===== src/rtl/saturation_monitor_if.sv =====
// Sample/statistics bundle between an upstream arithmetic stage (master)
// and the saturation monitor (slave).
interface saturation_monitor_if #(
    parameter int IW = 22,
    parameter int OW = 16,
    parameter int CW = 16,
    parameter int RW = 8
);
    logic          en;
    logic          clr;
    logic [IW-1:0] sig_in;
    logic [OW-1:0] sig_out;
    logic          valid_out;
    logic          sat_hi;
    logic          sat_lo;
    logic          sticky_hi;
    logic          sticky_lo;
    logic [CW-1:0] event_count;
    logic [RW-1:0] run_len;
    logic          alarm;

    modport master (
        output en, clr, sig_in,
        input  sig_out, valid_out, sat_hi, sat_lo, sticky_hi, sticky_lo,
               event_count, run_len, alarm
    );

    modport slave (
        input  en, clr, sig_in,
        output sig_out, valid_out, sat_hi, sat_lo, sticky_hi, sticky_lo,
               event_count, run_len, alarm
    );
endinterface


===== src/rtl/saturation_monitor.sv =====
// Registered IW->OW signed saturation stage with clamp statistics:
// per-sample clamp flags, sticky polarity flags, saturating event counter,
// consecutive-run length and a sticky run-length alarm.
module saturation_monitor #(
    parameter int IW        = 22,
    parameter int OW        = 16,
    parameter int CW        = 16,
    parameter int RW        = 8,
    parameter int RUN_LIMIT = 4
) (
    input  logic                clk,
    input  logic                rst,
    saturation_monitor_if.slave bus
);
    localparam logic [OW-1:0] SAT_MAX = {1'b0, {(OW-1){1'b1}}};
    localparam logic [OW-1:0] SAT_MIN = {1'b1, {(OW-1){1'b0}}};
    localparam logic [CW-1:0] EV_MAX  = {CW{1'b1}};
    localparam logic [RW-1:0] RUN_MAX = {RW{1'b1}};
    localparam logic [RW-1:0] RUN_LIM = RW'(RUN_LIMIT);

    logic [OW-1:0] sig_out_reg,     sig_out_next;
    logic          valid_reg,       valid_next;
    logic          sat_hi_reg,      sat_hi_next;
    logic          sat_lo_reg,      sat_lo_next;
    logic          sticky_hi_reg,   sticky_hi_next;
    logic          sticky_lo_reg,   sticky_lo_next;
    logic [CW-1:0] event_count_reg, event_count_next;
    logic [RW-1:0] run_len_reg,     run_len_next;
    logic          alarm_reg,       alarm_next;

    logic          pos_ovf;
    logic          neg_ovf;
    logic [OW-1:0] sat_value;
    logic [IW-OW-1:0] guard_bits;

    // Overflow detection: the bits between the sign and the output MSB must
    // all equal the sign bit, otherwise the sample does not fit in OW bits.
    always_comb begin
        guard_bits = bus.sig_in[IW-2:OW-1];
        pos_ovf    = ~bus.sig_in[IW-1] & (|guard_bits);
        neg_ovf    =  bus.sig_in[IW-1] & ~(&guard_bits);
        if (pos_ovf)
            sat_value = SAT_MAX;
        else if (neg_ovf)
            sat_value = SAT_MIN;
        else
            sat_value = bus.sig_in[OW-1:0];
    end

    // Next-state: clr zeroes the statistics base, then an accepted sample
    // is folded in on top of that base in the same cycle.
    always_comb begin
        logic          sticky_hi_base;
        logic          sticky_lo_base;
        logic [CW-1:0] event_base;
        logic [RW-1:0] run_base;
        logic          alarm_base;

        sticky_hi_base = bus.clr ? 1'b0 : sticky_hi_reg;
        sticky_lo_base = bus.clr ? 1'b0 : sticky_lo_reg;
        event_base     = bus.clr ? '0   : event_count_reg;
        run_base       = bus.clr ? '0   : run_len_reg;
        alarm_base     = bus.clr ? 1'b0 : alarm_reg;

        valid_next       = bus.en;
        sig_out_next     = sig_out_reg;
        sat_hi_next      = sat_hi_reg;
        sat_lo_next      = sat_lo_reg;
        sticky_hi_next   = sticky_hi_base;
        sticky_lo_next   = sticky_lo_base;
        event_count_next = event_base;
        run_len_next     = run_base;

        if (bus.en) begin
            sig_out_next = sat_value;
            sat_hi_next  = pos_ovf;
            sat_lo_next  = neg_ovf;
            if (pos_ovf || neg_ovf) begin
                if (event_base != EV_MAX)
                    event_count_next = event_base + CW'(1);
                sticky_hi_next = sticky_hi_base | pos_ovf;
                sticky_lo_next = sticky_lo_base | neg_ovf;
                // A nonzero run means the last accepted sample was clamped,
                // so sat_hi_reg still holds that sample's polarity.
                if (run_base != '0 && pos_ovf == sat_hi_reg) begin
                    if (run_base != RUN_MAX)
                        run_len_next = run_base + RW'(1);
                end else begin
                    run_len_next = RW'(1);
                end
            end else begin
                run_len_next = '0;
            end
        end

        alarm_next = alarm_base | (run_len_next >= RUN_LIM);
    end

    // State registers, cleared immediately by the asynchronous reset.
    always_ff @(posedge clk or posedge rst) begin
        if (rst) begin
            sig_out_reg     <= '0;
            valid_reg       <= 1'b0;
            sat_hi_reg      <= 1'b0;
            sat_lo_reg      <= 1'b0;
            sticky_hi_reg   <= 1'b0;
            sticky_lo_reg   <= 1'b0;
            event_count_reg <= '0;
            run_len_reg     <= '0;
            alarm_reg       <= 1'b0;
        end else begin
            sig_out_reg     <= sig_out_next;
            valid_reg       <= valid_next;
            sat_hi_reg      <= sat_hi_next;
            sat_lo_reg      <= sat_lo_next;
            sticky_hi_reg   <= sticky_hi_next;
            sticky_lo_reg   <= sticky_lo_next;
            event_count_reg <= event_count_next;
            run_len_reg     <= run_len_next;
            alarm_reg       <= alarm_next;
        end
    end

    assign bus.sig_out     = sig_out_reg;
    assign bus.valid_out   = valid_reg;
    assign bus.sat_hi      = sat_hi_reg;
    assign bus.sat_lo      = sat_lo_reg;
    assign bus.sticky_hi   = sticky_hi_reg;
    assign bus.sticky_lo   = sticky_lo_reg;
    assign bus.event_count = event_count_reg;
    assign bus.run_len     = run_len_reg;
    assign bus.alarm       = alarm_reg;
endmodule


===== src/flat_wrapper.sv =====
// flat-port wrapper written by rule: the top's interface ports become plain ports
module saturation_monitor_flat 
#(
    parameter int IW        = 22,
    parameter int OW        = 16,
    parameter int CW        = 16,
    parameter int RW        = 8,
    parameter int RUN_LIMIT = 4
)
  (clk, rst, bus_en, bus_clr, bus_sig_in, bus_sig_out, bus_valid_out, bus_sat_hi, bus_sat_lo, bus_sticky_hi, bus_sticky_lo, bus_event_count, bus_run_len, bus_alarm);
  saturation_monitor_if #(.IW(IW), .OW(OW), .CW(CW), .RW(RW)) bus_i ();
  input  logic clk;
  input  logic rst;
  input wire logic [$bits(bus_i.en)-1:0] bus_en;
  input wire logic [$bits(bus_i.clr)-1:0] bus_clr;
  input wire logic [$bits(bus_i.sig_in)-1:0] bus_sig_in;
  output wire logic [$bits(bus_i.sig_out)-1:0] bus_sig_out;
  output wire logic [$bits(bus_i.valid_out)-1:0] bus_valid_out;
  output wire logic [$bits(bus_i.sat_hi)-1:0] bus_sat_hi;
  output wire logic [$bits(bus_i.sat_lo)-1:0] bus_sat_lo;
  output wire logic [$bits(bus_i.sticky_hi)-1:0] bus_sticky_hi;
  output wire logic [$bits(bus_i.sticky_lo)-1:0] bus_sticky_lo;
  output wire logic [$bits(bus_i.event_count)-1:0] bus_event_count;
  output wire logic [$bits(bus_i.run_len)-1:0] bus_run_len;
  output wire logic [$bits(bus_i.alarm)-1:0] bus_alarm;
  assign bus_i.en = bus_en;
  assign bus_i.clr = bus_clr;
  assign bus_i.sig_in = bus_sig_in;
  assign bus_sig_out = bus_i.sig_out;
  assign bus_valid_out = bus_i.valid_out;
  assign bus_sat_hi = bus_i.sat_hi;
  assign bus_sat_lo = bus_i.sat_lo;
  assign bus_sticky_hi = bus_i.sticky_hi;
  assign bus_sticky_lo = bus_i.sticky_lo;
  assign bus_event_count = bus_i.event_count;
  assign bus_run_len = bus_i.run_len;
  assign bus_alarm = bus_i.alarm;
  saturation_monitor #(.IW(IW), .OW(OW), .CW(CW), .RW(RW), .RUN_LIMIT(RUN_LIMIT)) u_core (.clk(clk), .rst(rst), .bus(bus_i));
endmodule

===== config.mk =====
export PLATFORM = sky130hd
export DESIGN_NAME = saturation_monitor_flat
export DESIGN_NICKNAME = d
export VERILOG_FILES = /design/src/rtl/saturation_monitor_if.sv /design/src/rtl/saturation_monitor.sv /design/src/flat_wrapper.sv
export SDC_FILE = /design/constraint.sdc
export NUM_CORES = 1
export LEC_CHECK = 0
export ABC_AREA = 1
export CORE_ASPECT_RATIO = 2
export CORE_MARGIN = 3
export CORE_UTILIZATION = 35
export CTS_CLUSTER_SIZE = 14
export DETAILED_ROUTE_END_ITERATION = 10
export GPL_TIMING_DRIVEN = 0
export PLACE_DENSITY_LB_ADDON = 0.3
export SLEW_MARGIN = 20
export SYNTH_ARGS = -nofsm -noshare
export SYNTH_HDL_FRONTEND = slang
export SYNTH_SLANG_ARGS = --single-unit

===== constraint.sdc =====
create_clock -name clk -period 1.92 [get_ports clk]
set_clock_uncertainty 0.05 [all_clocks]
set_input_delay 0.288 -clock clk [delete_from_list [all_inputs] [get_ports clk]]
set_output_delay 0.288 -clock clk [all_outputs]
set_load 0.02 [all_outputs]

==> summary.md, run 1 <==
| Metric | Value |
|---|---|
| Final-report max-slew violation count | `0` |
| Most frequent cell on the critical path | `sky130_fd_sc_hd__nand2_1` |
| Setup slack of the worst register-to-register path | `just over 0.03 ns` |
| Status | `finished, final reports clean` |
| Final-report setup violation count | `0` |
| Max Clock Freq | `529 MHz` |
| Actual slew at the worst max-slew pin | `between 0.4 and 0.5 ns` |
| Area of the placeable core | `about 7000 sq um` |
| Crit path largest cell delay | `0.37 ns` |
| Antenna violations before repair | `0` |
| Kind of end point of the critical path | `flop` |
| Max-Cap Viols | `0` |
| Maximum level of the CTS H-tree | `2` |
| Synth warn | `0` |
| Largest buffer count on any clock path | `2` |
| Post-synthesis cell type count | `29` |
| Top delay family on crit path | `simple AND/OR/NAND/NOR gates` |
| Sum of internal, switching and leakage power | `around 2.4 mW` |
| Final global-route overflow total | `0` |
| Layout Cells excl Fill | `about 510` |
| Min-delay worst type | `in -> async` |
| Clock Latency Late Sink | `a little under 0.3 ns` |
| Number of buffer cells added on primary ports | `70` |
| Fraction of final layout cells with drive strength greater than 1 | `13.2%` |
| Worst reg-to-reg path cell count | `14` |
| Cell count after synthesis | `about 330` |
| Standard-cell row count | `43` |
| Max transition margin | `a little over two thirds` |
| Final critical-path share of the clock period | `a little over nine tenths` |
| Placed inst area | `3370 sq um` |
| Setup repair after global routing missed its margin | `yes` |
| Drt via density | `4.76` |
| Synth Area per Inst | `approximately 7.7 sq um` |
| Vertical extent of the die | `roughly 130 microns` |
| WP data arrival | `approximately 2 ns` |
| Cells along the critical path | `inv_1 > nor2_2 > ha_1 > inv_2 > nor3_4 > nand2_2 > nor3_4 > nand2_4 > nand2_8 > inv_2 > nand2_1 > nand2_1 > nand2_1 > inv_1` |
| Net count after synthesis | `between 300 and 400` |
| TritonCTS clock tree | `built` |
| Initial DRC Count | `between 100 and 150` |
| Count of buffering cells on the critical path with inverters included | `4` |
| Horizontal extent of the die | `66.2 microns` |
| Final hold viol count | `0` |
| Cell area after synthesis | `around 2500 sq um` |
| Category of the critical setup timing path | `reg -> reg` |
| Min cycle time layout | `~1.9 ns` |
| Cell area after layout | `3630 sq um` |
| Starting density of the core | `36.3%` |
| Die Footprint | `approximately 8400 sq um` |
| RePlAce Congestion | `0.874` |
| Number of antenna repair diodes | `0` |
| Sequential area share after synthesis | `a little under half` |
| Remaining antenna violation count after routing | `0` |
| Global-route usage over all layers | `17.4%` |
| Clock Sinks | `between 40 and 50` |
| Half-perimeter wire length after placement | `around 5.2 mm` |
| Nets | `444` |
| Nature of the critical path startpoint | `flop` |
| Maximum fanout along the worst path | `10` |
| Area Overhead vs Synth | `43.0%` |
| FF+latch count, synth | `between 40 and 50` |
| Clock tree root driver cell | `sky130_fd_sc_hd__clkbuf_16` |
| Required arrival time at the worst endpoint | `between 2 and 2.5 ns` |
| Count of placed standard cells including taps | `between 400 and 500` |
| Via count of the first global-routing pass | `roughly 2400` |
| Total vias in the final route | `2414` |
| PD cells | `671 nW/um^2` |
| Post-route DRC violation count | `0` |
| Routed wire per std cell | `around 14 microns` |
| First-pass iteration count of the detailed router | `4` |
| Leakage component of the power | `around 1.8 nW` |
| Total number of cells along the worst setup path | `14` |
| Number of buffers inserted during clock tree synthesis | `5` |
| Wire length of the first global-routing pass | `~11 mm` |
| Highest ir drop seen on vdd | `0.535 mV` |
| Worst hold margin | `between 0.2 and 0.25 ns` |
| Cell at the slowest stage of the critical path | `sky130_fd_sc_hd__dfrtp_1` |
| I/O pin total | `72` |
| Total negative slack for setup checks | `0 ns` |
| Total wire length after detailed routing | `6.97 mm` |
| Post-CTS clock slew at the launch and capture registers of the worst setup and hold paths | `0.06 ns` |
| Largest net degree at the start of global routing | `34` |
cell usage after synthesis:
| cell type | instances | share of area (%) |
|---|---|---|
| sky130_fd_sc_hd__nand2_1 | 84 | 12 |
| sky130_fd_sc_hd__nor2_1 | 52 | 7.7 |
| sky130_fd_sc_hd__dfrtp_1 | 46 | 45 |
| sky130_fd_sc_hd__inv_1 | 45 | 6.7 |
| sky130_fd_sc_hd__o21ai_0 | 23 | 4.5 |
| sky130_fd_sc_hd__nand3_1 | 22 | 4.3 |
| sky130_fd_sc_hd__nand2_2 | 7 | 1.7 |
| sky130_fd_sc_hd__nand4_1 | 6 | 1.5 |
| sky130_fd_sc_hd__xor2_1 | 6 | 2.1 |
| sky130_fd_sc_hd__xnor2_1 | 5 | 1.7 |
| sky130_fd_sc_hd__clkbuf_1 | 4 | 0.59 |
| sky130_fd_sc_hd__nor3_2 | 4 | 1.6 |
| sky130_fd_sc_hd__nand2_4 | 3 | 1.3 |
| sky130_fd_sc_hd__nor2_2 | 3 | 0.74 |
| sky130_fd_sc_hd__a21oi_1 | 2 | 0.39 |
| sky130_fd_sc_hd__buf_6 | 2 | 0.89 |
| sky130_fd_sc_hd__ha_1 | 2 | 0.99 |
| sky130_fd_sc_hd__inv_2 | 2 | 0.30 |
| sky130_fd_sc_hd__nand3_2 | 2 | 0.79 |
| sky130_fd_sc_hd__nor2_4 | 2 | 0.89 |
| sky130_fd_sc_hd__buf_8 | 1 | 0.59 |
| sky130_fd_sc_hd__clkbuf_2 | 1 | 0.20 |
| sky130_fd_sc_hd__inv_6 | 1 | 0.34 |
| sky130_fd_sc_hd__nand2_8 | 1 | 0.79 |
| sky130_fd_sc_hd__nor3_1 | 1 | 0.20 |
| sky130_fd_sc_hd__nor3_4 | 1 | 0.64 |
| sky130_fd_sc_hd__nor4_1 | 1 | 0.25 |
| sky130_fd_sc_hd__o21ai_2 | 1 | 0.34 |
| sky130_fd_sc_hd__o22ai_1 | 1 | 0.25 |
worst paths after layout:
path	start	to
max	u_core.bus.event_count[1]	u_core.bus.event_count[3]
min	rst	u_core.bus.sig_out[8]
max reg2reg	u_core.bus.event_count[1]	u_core.bus.event_count[3]
min reg2reg	u_core.bus.sticky_hi	u_core.bus.sticky_hi
max in group asynchronous	rst	u_core.bus.run_len[4]
min in group clk	bus_clr	u_core.bus.event_count[14]
where the power goes:
part	internal [mW]	leakage, nW	switching, mW
registers	1.02	0.606	0.0305
clock network	0.589	0.0832	0.358
logic	0.202	1.10	0.236
area by class of cell:
| class | instances | area (sq um) |
|---|---|---|
| timing repair buffer | 79 | 781 |
| sequential | 46 | 1150 |
| multi-input combinational | 229 | 1180 |
| buffer | 7 | 53.8 |
| fill | 680 | 3360 |
| clock buffer | 8 | 166 |
| inverter | 48 | 185 |
| tap | 90 | 113 |
metrics by stage:
stage,util [%],setup WS [ns]
2_1_floorplan,-,0.0214
3_3_place_gp,47.9,-0.507
3_5_place_dp,48.2,-0.305
4_1_cts,51.3,0.00700
5_1_grt,51.9,-0.0819
6_report,51.9,0.0303
metal layers:
| layer | up-vias | global-route usage, % | part of all wire, % |
|---|---|---|---|
| li1 | 1189 | - | - |
| met1 | 1144 | 17.8 | 36 |
| met2 | 66 | 32.0 | 57 |
| met3 | 15 | 3.28 | 4.3 |
| met4 | 0 | 9.22 | 3.0 |
| met5 | - | 0 | 0 |
cells by family after synthesis:
kind of cell / after synthesis / share of synthesized area [%]
AOI/OAI and AO/OA: 27 / 5.52
xor gates and xnor gates: 11 / 3.79
adders and majority gates: 2 / 0.985
buffers and inverters: 56 / 9.56
DFF: 46 / 45.3
and+or+nand+nor: 189 / 34.8
placed cells by master, fill, tap and decap left out:
cell type,netlist,routed
sky130_fd_sc_hd__clkbuf_16,0,5
sky130_fd_sc_hd__inv_6,1,1
sky130_fd_sc_hd__a21oi_1,2,2
sky130_fd_sc_hd__xor2_1,6,6
sky130_fd_sc_hd__xnor2_1,5,5
sky130_fd_sc_hd__o21ai_2,1,1
sky130_fd_sc_hd__inv_2,2,5
sky130_fd_sc_hd__nor4_1,1,1
sky130_fd_sc_hd__nor2_1,52,49
sky130_fd_sc_hd__dfrtp_1,46,46
sky130_fd_sc_hd__nor2_4,2,3
sky130_fd_sc_hd__clkdlybuf4s50_1,0,70
sky130_fd_sc_hd__clkbuf_1,4,3
sky130_fd_sc_hd__nand3_1,22,21
sky130_fd_sc_hd__ha_1,2,2
sky130_fd_sc_hd__buf_8,1,1
sky130_fd_sc_hd__o21ai_0,23,23
sky130_fd_sc_hd__clkbuf_2,1,1
sky130_fd_sc_hd__nand2_1,84,84
sky130_fd_sc_hd__clkbuf_8,0,3
sky130_fd_sc_hd__o22ai_1,1,1
sky130_fd_sc_hd__nor3_4,1,3
sky130_fd_sc_hd__nand2_2,7,6
sky130_fd_sc_hd__nand2_4,3,4
sky130_fd_sc_hd__inv_1,45,42
sky130_fd_sc_hd__nor3_2,4,2
sky130_fd_sc_hd__nand2_8,1,1
sky130_fd_sc_hd__nor2_2,3,5
sky130_fd_sc_hd__nand4_1,6,6
sky130_fd_sc_hd__buf_4,0,8
sky130_fd_sc_hd__nand3_2,2,3
sky130_fd_sc_hd__buf_6,2,2
sky130_fd_sc_hd__nor3_1,1,1
sky130_fd_sc_hd__buf_12,0,1
what timing repair did:
| item | in CTS | in global routing |
|---|---|---|
| cloned | 0 | 0 |
| endpoints found under the setup margin | 12 | 25 |
| gates resized for setup | 4 | 6 |
| pin swaps | 3 | 3 |
| hold buffers | 0 | 0 |
| setup buffers | 4 | 4 |
Note: power is estimated with default switching activity, not from simulation.
==> run 2: changes to the inputs <==
--- a/config.mk
+++ b/config.mk
@@ -6,7 +6,6 @@
 export NUM_CORES = 1
 export LEC_CHECK = 0
 export ABC_AREA = 1
-export CORE_ASPECT_RATIO = 2
 export CORE_MARGIN = 3
 export CORE_UTILIZATION = 35
 export CTS_CLUSTER_SIZE = 14
==> constraint.sdc (replaced) <==
create_clock -name clk -period 1.92 [get_ports clk]
set_clock_uncertainty 0.05 [all_clocks]
set_input_delay 0.48 -clock clk [delete_from_list [all_inputs] [get_ports clk]]
set_output_delay 0.48 -clock clk [all_outputs]
set_load 0.02 [all_outputs]
==> run 2 against run 1 <==
Clock-buffer cell count fell by 3. Global-route usage fell by 1.2 points. Power fell by 8.2%. Cell area rose by 1.2%. Flip-flop and latch count did not move. Combinational power rose by 0.9%. Setup slack improved by 0.020 ns. Non-clock buffer count fell by 1. Largest cell class unchanged.
==> summary.md, run 2 (synthesized netlist as in run 1, its figures left out) <==
| Metric | Value |
|---|---|
| Final design utilization | `53.2% (+1.3 points)` |
| Most common cell after layout, fill and taps aside | `sky130_fd_sc_hd__nand2_1` |
| Via count of the first global-routing pass | `2367 (-2.8%)` |
| Required arrival time at the worst endpoint | `1.39 ns (-0.66 ns)` |
| Leakage component of the power | `1.86 nW (+3.7%)` |
| Area Overhead vs Synth | `44.6%` |
| Largest buffer count on any clock path | `2 (unchanged)` |
| TritonCTS clock tree | `built` |
| Sum of internal, switching and leakage power | `2.24 mW (-8.2%)` |
| Fraction of final layout cells with drive strength greater than 1 | `16.3% (+3.2 points)` |
| Final hold viol count | `0 (unchanged)` |
| Routed wire per std cell | `12.7 microns (-7.7%)` |
| Cell at the slowest stage of the critical path | `sky130_fd_sc_hd__clkdlybuf4s50_1` |
| Launching point of the worst reg2reg path | `u_core.bus.event_count[0]` |
| Maximum level of the CTS H-tree | `2 (unchanged)` |
| Top delay family on crit path | `buffers and inverters` |
| Nets | `443 (-0.23%)` |
| Total number of cells along the worst setup path | `1 (-13)` |
| Area of the placeable core | `6910 sq um (-1.3%)` |
| Wire length of the first global-routing pass | `11.1 mm (-0.68%)` |
| Post-route met1 wirelength | `2.87 mm (+15%)` |
| Count of filler cells inserted in the layout | `646 (-5.0%)` |
| Initial DRC Count | `116 (-6.5%)` |
| Max-Cap Viols | `0 (unchanged)` |
| Category of the critical setup timing path | `reg -> out` |
| Drt via density | `4.64 (-2.6%)` |
| Post-route DRC violation count | `0 (unchanged)` |
| Cell area after layout | `3670 sq um (+1.2%)` |
| Min-Delay Endpoint | `u_core.bus.event_count[1]` |
| Worst hold margin | `0.427 ns (+0.208 ns)` |
| Worst slack after detailed placement | `-0.574 ns (-0.269 ns)` |
| Met3 routed WL | `407 microns (+37%)` |
| Setup slack of the worst register-to-register path | `0.10 ns (+0.07 ns)` |
| Min cycle time layout | `1.87 ns (-0.0202 ns)` |
| Clock Latency Late Sink | `0.31 ns (+0.02 ns)` |
| Cells along the critical path | `clkdlybuf4s50_1` |
| Largest net degree at the start of global routing | `31 (-8.8%)` |
| Number of cells on the worst hold path | `4` |
| Kind of end point of the critical path | `output port` |
| Max Clock Freq | `535 MHz (+1.1%)` |
| Max transition margin | `53.5% (-16 points)` |
| PD cells | `609 nW/um^2 (-9.2%)` |
| Final critical-path share of the clock period | `97.4% (-1.1 points)` |
| Final-report max-slew violation count | `0 (unchanged)` |
| Post-CTS Hold Fix Bufs | `0 (unchanged)` |
| Crit path largest cell delay | `0.63 ns (+0.26 ns)` |
| Highest routed layer | `met4` |
| WP data arrival | `1.34 ns (-0.68 ns)` |
| Clock Sinks | `46 (unchanged)` |
| Total vias in the final route | `2374 (-1.7%)` |
| Commonest cells after routing, fill and taps aside | `sky130_fd_sc_hd__nand2_1, sky130_fd_sc_hd__clkdlybuf4s50_1, sky130_fd_sc_hd__nor2_1` |
| Total wire length after detailed routing | `6.50 mm (-6.8%)` |
| Setup slack after layout | `0.0505 ns (+0.0202 ns)` |
| Count of placed standard cells including taps | `498 (+1.2%)` |
| Post-CTS clock slew at the launch and capture registers of the worst setup and hold paths | `0.09 ns (+0.03 ns)` |
| Starting density of the core | `36.8% (+0.46 points)` |
| Horizontal extent of the die | `91.2 microns (+38%)` |
| Placed inst area | `3420 sq um (+1.5%)` |
| Min-delay worst type | `in -> reg` |
| Layout Cells excl Fill | `512 (+0.99%)` |
| Setup repair after global routing missed its margin | `yes` |
| Worst reg-to-reg path cell count | `14 (unchanged)` |
| Half-perimeter wire length after placement | `4.83 mm (-6.5%)` |
| Clock tree root driver cell | `sky130_fd_sc_hd__clkbuf_8` |
| Status | `finished, final reports clean` |
| Count of buffering cells on the critical path with inverters included | `1 (-3)` |
| Final-report setup violation count | `0 (unchanged)` |
| First-pass iteration count of the detailed router | `5 (+1)` |
| Actual slew at the worst max-slew pin | `0.696 ns (+0.242 ns)` |
| Standard-cell row count | `30 (-30%)` |
| Vertical extent of the die | `91.2 microns (-28%)` |
| Antenna violations before repair | `0 (unchanged)` |
| I/O pin total | `72 (unchanged)` |
| Hold Path Origin | `bus_clr` |
| Number of antenna repair diodes | `0 (unchanged)` |
| Die Footprint | `8310 sq um (-0.74%)` |
| Number of buffers inserted during clock tree synthesis | `5 (unchanged)` |
| Maximum fanout along the worst path | `4 (-6)` |
| Met2 wire length | `3.15 mm (-21%)` |
| Worst flop-to-flop path endpoint | `u_core.bus.event_count[3]` |
| Global-route usage over all layers | `16.3% (-1.2 points)` |
| Final global-route overflow total | `0 (unchanged)` |
| Highest ir drop seen on vdd | `0.426 mV (-20%)` |
| Nature of the critical path startpoint | `flop` |
| Remaining antenna violation count after routing | `0 (unchanged)` |
| Number of buffer cells added on primary ports | `70 (unchanged)` |
| RePlAce Congestion | `0.894 (+2.3%)` |
| Total negative slack for setup checks | `0 ns (unchanged)` |
-- run 2: cell count changes in the layout (fill, tap and decap cells not counted), sizes merged --
cell,delta
buf,+1
bufinv,+1
clkbuf,-4
clkdlybuf4s50,-4
clkinv,+1
dlymetal6s2s,+3
inv,+1
-- run 2: worst max path at each step --
stage,from,endpoint,slack (ns)
final,u_core.bus.event_count[12],bus_event_count[12],0.05
after global routing,bus_sig_in[20],u_core.bus.alarm,-0.08
after CTS,bus_sig_in[19],u_core.bus.alarm,-0.11
after detailed placement,bus_sig_in[20],u_core.bus.alarm,-0.57
after global placement,rst,u_core.bus.sig_out[13],-0.68
after floorplan,bus_clr,u_core.bus.event_count[3],-0.01
-- run 2: layer usage --
metal  vias to the layer above  track usage (%)
li1                       1196                -
met1                      1102             21.1
met2                        70             27.4
met3                         6             3.48
met4                         0             4.40
met5                         -                0
-- run 2: repair_timing --
action / 4_1_cts / 5_1_grt
pin swaps: 1 / 5
resized for setup: 3 / 27
setup buffers: 0 / 8
endpoints found under the setup margin: 23 / 31
hold endpoints to repair: 0 / 0
-- run 2: final cells by class --
class | instances | area, sq um | share of cell area [%]
Tap cell | 96 | 120 | 3.27
Clock buffer | 5 | 68.8 | 1.87
Timing Repair Buffer | 79 | 793 | 21.6
Clock inverter | 3 | 43.8 | 1.19
Inverter | 48 | 190 | 5.18
Sequential cell | 46 | 1150 | 31.3
Buffer | 6 | 67.6 | 1.84
Multi-Input combinational cell | 229 | 1240 | 33.7
-- run 2: power breakdown --
group | leakage, nW | switching, mW | internal [mW]
clock network | 0.0585 | 0.356 | 0.391
registers | 0.606 | 0.0305 | 1.02
logic | 1.19 | 0.237 | 0.204
-- run 2: worst min-delay path: stages --
cell and delay [ns]:
sky130_fd_sc_hd__buf_12 0.12, sky130_fd_sc_hd__nor2_4 0.04, sky130_fd_sc_hd__nand2_1 0.05, sky130_fd_sc_hd__nand2_1 0.05
